<file path="config.mk">
export PLATFORM = sky130hd
export DESIGN_NAME = nibble_serial_alu_adder
export DESIGN_NICKNAME = d
export VERILOG_FILES = /design/src/rtl/nibble_serial_alu_adder_pkg.sv /design/src/rtl/nibble_serial_alu_adder_cla4bit.sv /design/src/rtl/nibble_serial_alu_adder.sv
export SDC_FILE = /design/constraint.sdc
export NUM_CORES = 1
export LEC_CHECK = 0
export CAP_MARGIN = 20
export CORE_MARGIN = 1
export CORE_UTILIZATION = 40
export CTS_CLUSTER_SIZE = 14
export DETAILED_ROUTE_END_ITERATION = 8
export PLACE_DENSITY = 0.75
export SETUP_SLACK_MARGIN = 0.2
export SYNTH_ARGS = -nofsm -noshare
export SYNTH_HDL_FRONTEND = slang
export SYNTH_SLANG_ARGS = --single-unit
</file>
<file path="constraint.sdc">
create_clock -name clk -period 2.7 [get_ports clk]
set_clock_uncertainty 0.2 [all_clocks]
set_input_delay 0.81 -clock clk [delete_from_list [all_inputs] [get_ports clk]]
set_output_delay 0.81 -clock clk [all_outputs]
set_load 0.05 [all_outputs]
</file>
<file path="src/rtl/nibble_serial_alu_adder_pkg.sv">
// Shared ALU definitions: default datapath width, FSM state encodings, op select.
// Latency: n/a (constants only).  Backpressure: n/a.
package alu_defs;
    localparam int ALU_W = 16;

    typedef enum logic [1:0] {
        ST_IDLE = 2'd0,
        ST_RUN  = 2'd1,
        ST_DONE = 2'd2
    } state_t;

    localparam logic OP_ADD = 1'b0;
    localparam logic OP_SUB = 1'b1;
endpackage

</file>
<file path="src/rtl/nibble_serial_alu_adder_cla4bit.sv">
// 4-bit carry-lookahead adder, purely combinational.
// Latency: 0 cycles.  Backpressure: none.
module cla4bit (
    input  logic [3:0] a,
    input  logic [3:0] b,
    input  logic       cin,
    output logic [3:0] s,
    output logic       cout
);
    logic [3:0] w_g;
    logic [3:0] w_p;
    logic [4:0] w_c;

    assign w_g = a & b;
    assign w_p = a ^ b;

    assign w_c[0] = cin;
    assign w_c[1] = w_g[0] | (w_p[0] & cin);
    assign w_c[2] = w_g[1] | (w_p[1] & w_g[0]) | (w_p[1] & w_p[0] & cin);
    assign w_c[3] = w_g[2] | (w_p[2] & w_g[1]) | (w_p[2] & w_p[1] & w_g[0])
                  | (w_p[2] & w_p[1] & w_p[0] & cin);
    assign w_c[4] = w_g[3] | (w_p[3] & w_g[2]) | (w_p[3] & w_p[2] & w_g[1])
                  | (w_p[3] & w_p[2] & w_p[1] & w_g[0])
                  | (w_p[3] & w_p[2] & w_p[1] & w_p[0] & cin);

    assign s    = w_p ^ w_c[3:0];
    assign cout = w_c[4];
endmodule

</file>
<file path="src/rtl/nibble_serial_alu_adder.sv">
// Nibble-serial WIDTH-bit add/subtract reusing one cla4bit, with C/V/Z flags.
// Latency: out_valid WIDTH/4 cycles after accept; initiation interval WIDTH/4+2.
// Backpressure: out_ready low holds result/flags in DONE; in_ready low outside IDLE.
module nibble_serial_alu_adder
    import alu_defs::*;
#(
    parameter int WIDTH = ALU_W
) (
    input  logic             clk,
    input  logic             rst_n,
    input  logic             in_valid,
    output logic             in_ready,
    input  logic [WIDTH-1:0] a,
    input  logic [WIDTH-1:0] b,
    input  logic             sub,
    output logic             out_valid,
    input  logic             out_ready,
    output logic [WIDTH-1:0] result,
    output logic             cout,
    output logic             ovf,
    output logic             zero
);
    localparam int NIB = WIDTH / 4;
    localparam int IW  = (NIB > 1) ? $clog2(NIB) : 1;

    state_t           r_state;
    state_t           w_state_nxt;
    logic [WIDTH-1:0] r_opa;
    logic [WIDTH-1:0] r_opb;
    logic             r_carry;
    logic [IW-1:0]    r_idx;
    logic             r_msb_a;
    logic             r_msb_b;
    logic [WIDTH-1:0] r_result;
    logic             r_cout;
    logic             r_ovf;
    logic             r_zero;

    logic [3:0]       w_sum;
    logic             w_cout;
    logic [WIDTH-1:0] w_res_nxt;
    logic             w_accept;
    logic             w_last;

    assign w_accept = (r_state == ST_IDLE) && in_valid;
    assign w_last   = (r_idx == IW'(NIB - 1));

    cla4bit u_cla (
        .a    (r_opa[4*r_idx +: 4]),
        .b    (r_opb[4*r_idx +: 4]),
        .cin  (r_carry),
        .s    (w_sum),
        .cout (w_cout)
    );

    // Result with the current nibble merged in; flags on the final pass see the full word.
    always_comb begin
        w_res_nxt = r_result;
        w_res_nxt[4*r_idx +: 4] = w_sum;
    end

    always_ff @(posedge clk) begin
        if (!rst_n) begin
            r_state <= ST_IDLE;
        end else begin
            r_state <= w_state_nxt;
        end
    end

    always_comb begin
        w_state_nxt = r_state;
        in_ready    = 1'b0;
        out_valid   = 1'b0;
        case (r_state)
            ST_IDLE: begin
                in_ready = 1'b1;
                if (in_valid) w_state_nxt = ST_RUN;
            end
            ST_RUN: begin
                if (w_last) w_state_nxt = ST_DONE;
            end
            ST_DONE: begin
                out_valid = 1'b1;
                if (out_ready) w_state_nxt = ST_IDLE;
            end
            default: w_state_nxt = ST_IDLE;
        endcase
    end

    always_ff @(posedge clk) begin
        if (!rst_n) begin
            r_opa    <= '0;
            r_opb    <= '0;
            r_carry  <= 1'b0;
            r_idx    <= '0;
            r_msb_a  <= 1'b0;
            r_msb_b  <= 1'b0;
            r_result <= '0;
            r_cout   <= 1'b0;
            r_ovf    <= 1'b0;
            r_zero   <= 1'b0;
        end else if (w_accept) begin
            // Subtract as A + ~B with the +1 entering as the first carry-in.
            r_opa   <= a;
            r_opb   <= (sub == OP_SUB) ? ~b : b;
            r_carry <= sub;
            r_idx   <= '0;
            r_msb_a <= a[WIDTH-1];
            r_msb_b <= (sub == OP_SUB) ? ~b[WIDTH-1] : b[WIDTH-1];
        end else if (r_state == ST_RUN) begin
            r_result <= w_res_nxt;
            r_carry  <= w_cout;
            r_idx    <= r_idx + 1'b1;
            if (w_last) begin
                r_cout <= w_cout;
                r_ovf  <= (r_msb_a == r_msb_b) && (w_res_nxt[WIDTH-1] != r_msb_a);
                r_zero <= (w_res_nxt == '0);
            end
        end
    end

    assign result = r_result;
    assign cout   = r_cout;
    assign ovf    = r_ovf;
    assign zero   = r_zero;
endmodule
</file>
==> results.txt <==
The run finished with clean final reports. The share of synthesized area spent on multiplexers is 6.49%. The number of buffers and inverters on the critical path is 2. The met3 capacity usage during global routing came out at 3.02%. Walking the worst path, the cells encountered are buf_4, mux4_2, ha_4, a211oi_4, o21bai_4, xor2_4, buf_4, a32oi_1, nor2b_1. The global routing met1 resource utilization came out at 22.7%. The register area share after synthesis came out at 38.0%. The die covers 7730 um^2. The total length of routed wires came out at 6.89 mm. The element type at the critical path end is a register. The mapped cell area is 2950 um^2. The row count is 30. The antenna diode count came out at 0. The number of distinct library cells after synthesis is 46. In this run the remaining antenna-violating nets after routing total 0. The largest net degree at the start of global routing came out at 50.

The design area is 3930 um^2. In this run the horizontal extent of the chip is 87.9 um. The estimated wirelength of the detail-placed design came out at 4.73 mm. The maximum single-stage delay on the critical path came out at 530 ps.

The power per standard cell area is 499 nW/um^2. In this run, synthesis inferred 0 flip-flops with an integrated enable. The hold path depth is 2.

The number of global-route vias before repair came out at 2,301. The final-report hold violation count was 0. Setup repair after global routing could not meet its margin everywhere. The count of non-filler cells in the finished layout is 478. The total negative slack for setup checks is 0 ps.

The setup path with the least slack is of type register to register. In the post-synthesis netlist, the biggest area contributors are sky130_fd_sc_hd__dfxtp_1 38%, sky130_fd_sc_hd__nand2_1 8.4%, sky130_fd_sc_hd__o211a_1 6.4%. The number of endpoints failing setup at the final stage came out at 0. The reg-to-reg setup timing slack came out at 110 ps.

The clock passes through at most 2 buffers. The final cycle utilization of the critical path is 95.9%. The wire length of the first global-routing pass came out at 10.6 mm. The pre-CTS setup slack came out at 87.8 ps. In this run the count of I/O pins placed on the die edge is 58. For this design the static power due to leakage is 1.73 nW. The critical path arrival is 2600 ps. After synthesis, the largest family of logic cells by area is compound AO/OA/AOI/OAI gates.

In the final layout, the share of cells above drive strength 1 is 15.7%. The number of remaining DRC errors is 0. The synthesis-to-finish area growth is 33.0%. The cell that appears most often on the critical path is sky130_fd_sc_hd__buf_4. The worst reg-to-reg path cell count came out at 9.

The number of clock sinks came out at 56. Yosys printed 0 warnings. The die height is 87.9 um. The highest ir drop seen on vdd is 276 uV. The parity-gate share of the synthesized area counting xor and xnor cells came out at 6.19%.

The clock network latency to the later pin of the worst-skew pair is 310 ps. The share of synthesized flip-flops with an asynchronous set or reset came out at 0%. Each instance of the synthesized netlist takes up on average 9.25 um^2.

The highest fanout seen on the critical path came out at 6. The synthesized instance count is 319. The minimum clock period came out at 2590 ps. After Yosys synthesis, and, or, nand and nor cells account for 18.4% of the synthesized area. The largest individual stage delay along the critical path comes from the cell sky130_fd_sc_hd__mux4_2. The count of max-cap constraint violations is 0. The startpoint of the lowest-slack hold path is r_opa[12].

The destination of the worst hold path is r_opa[12]. The clock tree synthesis step divided the H-tree into 2 levels. The count of input and output buffers is 57. The post-synth net total came out at 368. The number of cells in the design after placement came out at 460.

The busiest layer in global routing is met2. The post-synthesis register bit count is 56. The clock tree root buffer cell is sky130_fd_sc_hd__clkbuf_8. The startpoint type of the worst setup path is a register.

The global routing met2 resource utilization came out at 29.9%. The gate family responsible for the most delay along the worst path is compound AO/OA/AOI/OAI gates. The number of violations reported at the end of detailed-routing iteration 0 is 112.

The core occupancy in the finished layout is 56.5%. The routed layout has 2,512 vias. The measured slew at the worst slew-check pin is 502 ps.

For this run, the top clock speed supported by timing is 386 MHz. In this run the cell area measured after placement is 3660 um^2. The area share of the leading cell type in the synthesized netlist came out at 38.0%.

The endpoint of the worst-slack reg-to-reg timing path is result[3]. In this run the critical register-to-register path is launched from r_idx[0]. The number of iterations in the first detailed-routing pass is 4.

The initial utilization of the core area, before any placement, comes to 42.5%. The remaining global-route overflow came out at 0. The total routing usage reported by global routing came out at 17.5%. The number of nets at the end of the flow came out at 430. In the synthesized netlist the dominant register cell turns out to be sky130_fd_sc_hd__dfxtp_1.

The minimum setup slack in the final design came out at 111 ps. The post-synthesis compound-gate area fraction came out at 21.4%. The remaining max-slew budget at the tightest pin is 66.5%.

Of all cell types, the one taking the most synthesized area is sky130_fd_sc_hd__dfxtp_1. The min-delay analysis places its worst path in the category register to register. The number of antenna violations at the first check in global routing is 0. The critical path data required time is 2710 ps. The number of pins exceeding their max-slew limit in the final report came out at 0. TritonCTS built the clock tree. After clock tree synthesis, the clock-pin slew on the worst setup and hold paths is 100 ps.

In this run the standard cell core region covers 6940 um^2. The average via count per standard cell came out at 5.26. TritonCTS created 5 clock buffers. In the final routed layout, each cell accounts on average for 14.4 um.

The area share of fa/ha/maj cells after synthesis is 5.34%. At the end of routability-driven placement, the weighted congestion stood at 0.904.
==> kinds of logic after synthesis <==
kind of cell / count (synthesis)
buffers and inverters: 26
DFF: 56
adders and majority gates: 12
and+or+nand+nor: 118
muxes: 9
AOI/OAI and AO/OA: 78
xor gates and xnor gates: 20
==> placed cells by master, fill, tap and decap left out, types with 2 or more instances in the layout <==
cell                              netlist  layout
sky130_fd_sc_hd__nand2_1               66      66
sky130_fd_sc_hd__dfxtp_1               56      55
sky130_fd_sc_hd__clkdlybuf4s50_1        0      36
sky130_fd_sc_hd__buf_4                  3      21
sky130_fd_sc_hd__o211a_1               19      19
sky130_fd_sc_hd__xnor2_1               18      17
sky130_fd_sc_hd__a21boi_1              17      17
sky130_fd_sc_hd__dlygate4sd2_1          0      17
sky130_fd_sc_hd__nor2b_1               15      15
sky130_fd_sc_hd__nor2_1                10      10
sky130_fd_sc_hd__mux4_2                 8       8
sky130_fd_sc_hd__nand3_1                8       8
sky130_fd_sc_hd__ha_1                  11       7
sky130_fd_sc_hd__a32oi_1                7       6
sky130_fd_sc_hd__nand2b_1               5       5
sky130_fd_sc_hd__o21ai_1                6       5
sky130_fd_sc_hd__a21oi_1                7       5
sky130_fd_sc_hd__clkbuf_8               0       5
sky130_fd_sc_hd__nor3_1                 5       4
sky130_fd_sc_hd__inv_1                  3       3
sky130_fd_sc_hd__a22oi_1                4       3
sky130_fd_sc_hd__ha_4                   0       3
sky130_fd_sc_hd__and2_1                 3       2
sky130_fd_sc_hd__a21oi_2                0       2
sky130_fd_sc_hd__a21o_1                 2       2
sky130_fd_sc_hd__a211oi_1               3       2
sky130_fd_sc_hd__nor4_1                 2       2
sky130_fd_sc_hd__clkinv_4               0       2
sky130_fd_sc_hd__dlymetal6s2s_1         0       2
sky130_fd_sc_hd__buf_12                 0       2
==> sequential cells by signal, indices dropped and copies added, names as in the netlist <==
register	count
cout	1
ovf	1
r_carry	1
r_idx	2
r_opa	16
r_opb	16
r_state	2
result	16
zero	1
==> worst max-delay path by stage <==
stage / from / endpoint / slack (ps) / cells past startpoint
after floorplan: r_idx[0] / ovf / 200 / 9
after global placement: r_idx[0] / ovf / 160 / 7
after detailed placement: r_idx[0] / ovf / 90 / 7
after CTS: r_idx[0] / r_carry / 150 / 7
after global routing: r_idx[0] / result[3] / 60 / 9
final: r_idx[0] / result[3] / 110 / 9
==> cells in the mapped netlist, drive strengths merged, types with 5 or more instances <==
| master | number |
|---|---|
| o211a | 19 |
| o21ai | 7 |
| clkbuf | 9 |
| a21boi | 18 |
| xnor2 | 18 |
| nor2b | 15 |
| nand3 | 8 |
| a21oi | 7 |
| nand2b | 5 |
| nor3 | 5 |
| nand2 | 66 |
| a32oi | 7 |
| mux4 | 8 |
| dfxtp | 56 |
| ha | 11 |
| buf | 14 |
| nor2 | 10 |
==> through the flow <==
step / power (mW) / hold WS, ps
after global routing: 2.04 / 272
after CTS: 1.90 / 261
after global placement: 1.36 / 241
after detailed placement: 1.37 / 246
after floorplan: 1.23 / 232
final: 1.96 / 259
==> routing by layer <==
layer,vias up,part of all wire [%]
met5,-,0
met1,1179,46
li1,1247,-
met2,74,49
met4,0,1.4
met3,12,3.7
==> worst reg2reg max path: stages (launching register included) <==
cell and delay [ps]:
sky130_fd_sc_hd__dfxtp_4 400, sky130_fd_sc_hd__buf_4 120, sky130_fd_sc_hd__mux4_2 530, sky130_fd_sc_hd__ha_4 220, sky130_fd_sc_hd__a211oi_4 270, sky130_fd_sc_hd__o21bai_4 130, sky130_fd_sc_hd__xor2_4 190, sky130_fd_sc_hd__buf_4 160
sky130_fd_sc_hd__a32oi_1 200, sky130_fd_sc_hd__nor2b_1 70
==> layout make-up <==
cell class	count	area [um^2]
multi-input combinational	237	1830
clock buffer	6	93.8
fill	641	3020
inverter	3	11.3
timing repair buffer	78	732
sequential	56	1120
clock inverter	2	17.5
tap	96	120
==> timing repair <==
| action | CTS | global route |
|---|---|---|
| setup endpoints to repair | 27 | 17 |
| gates resized for setup | 18 | 17 |
| pin swaps | 1 | 5 |
| hold buffers | 0 | 0 |
| setup buffers | 1 | 9 |
==> report_power, final <==
group,switching [mW],internal (mW),total [mW]
Combinational,0.262,0.265,0.527
Sequential,0.0346,0.873,0.908
Clock,0.281,0.243,0.524
No activity file was read; power rests on OpenSTA's default activity.
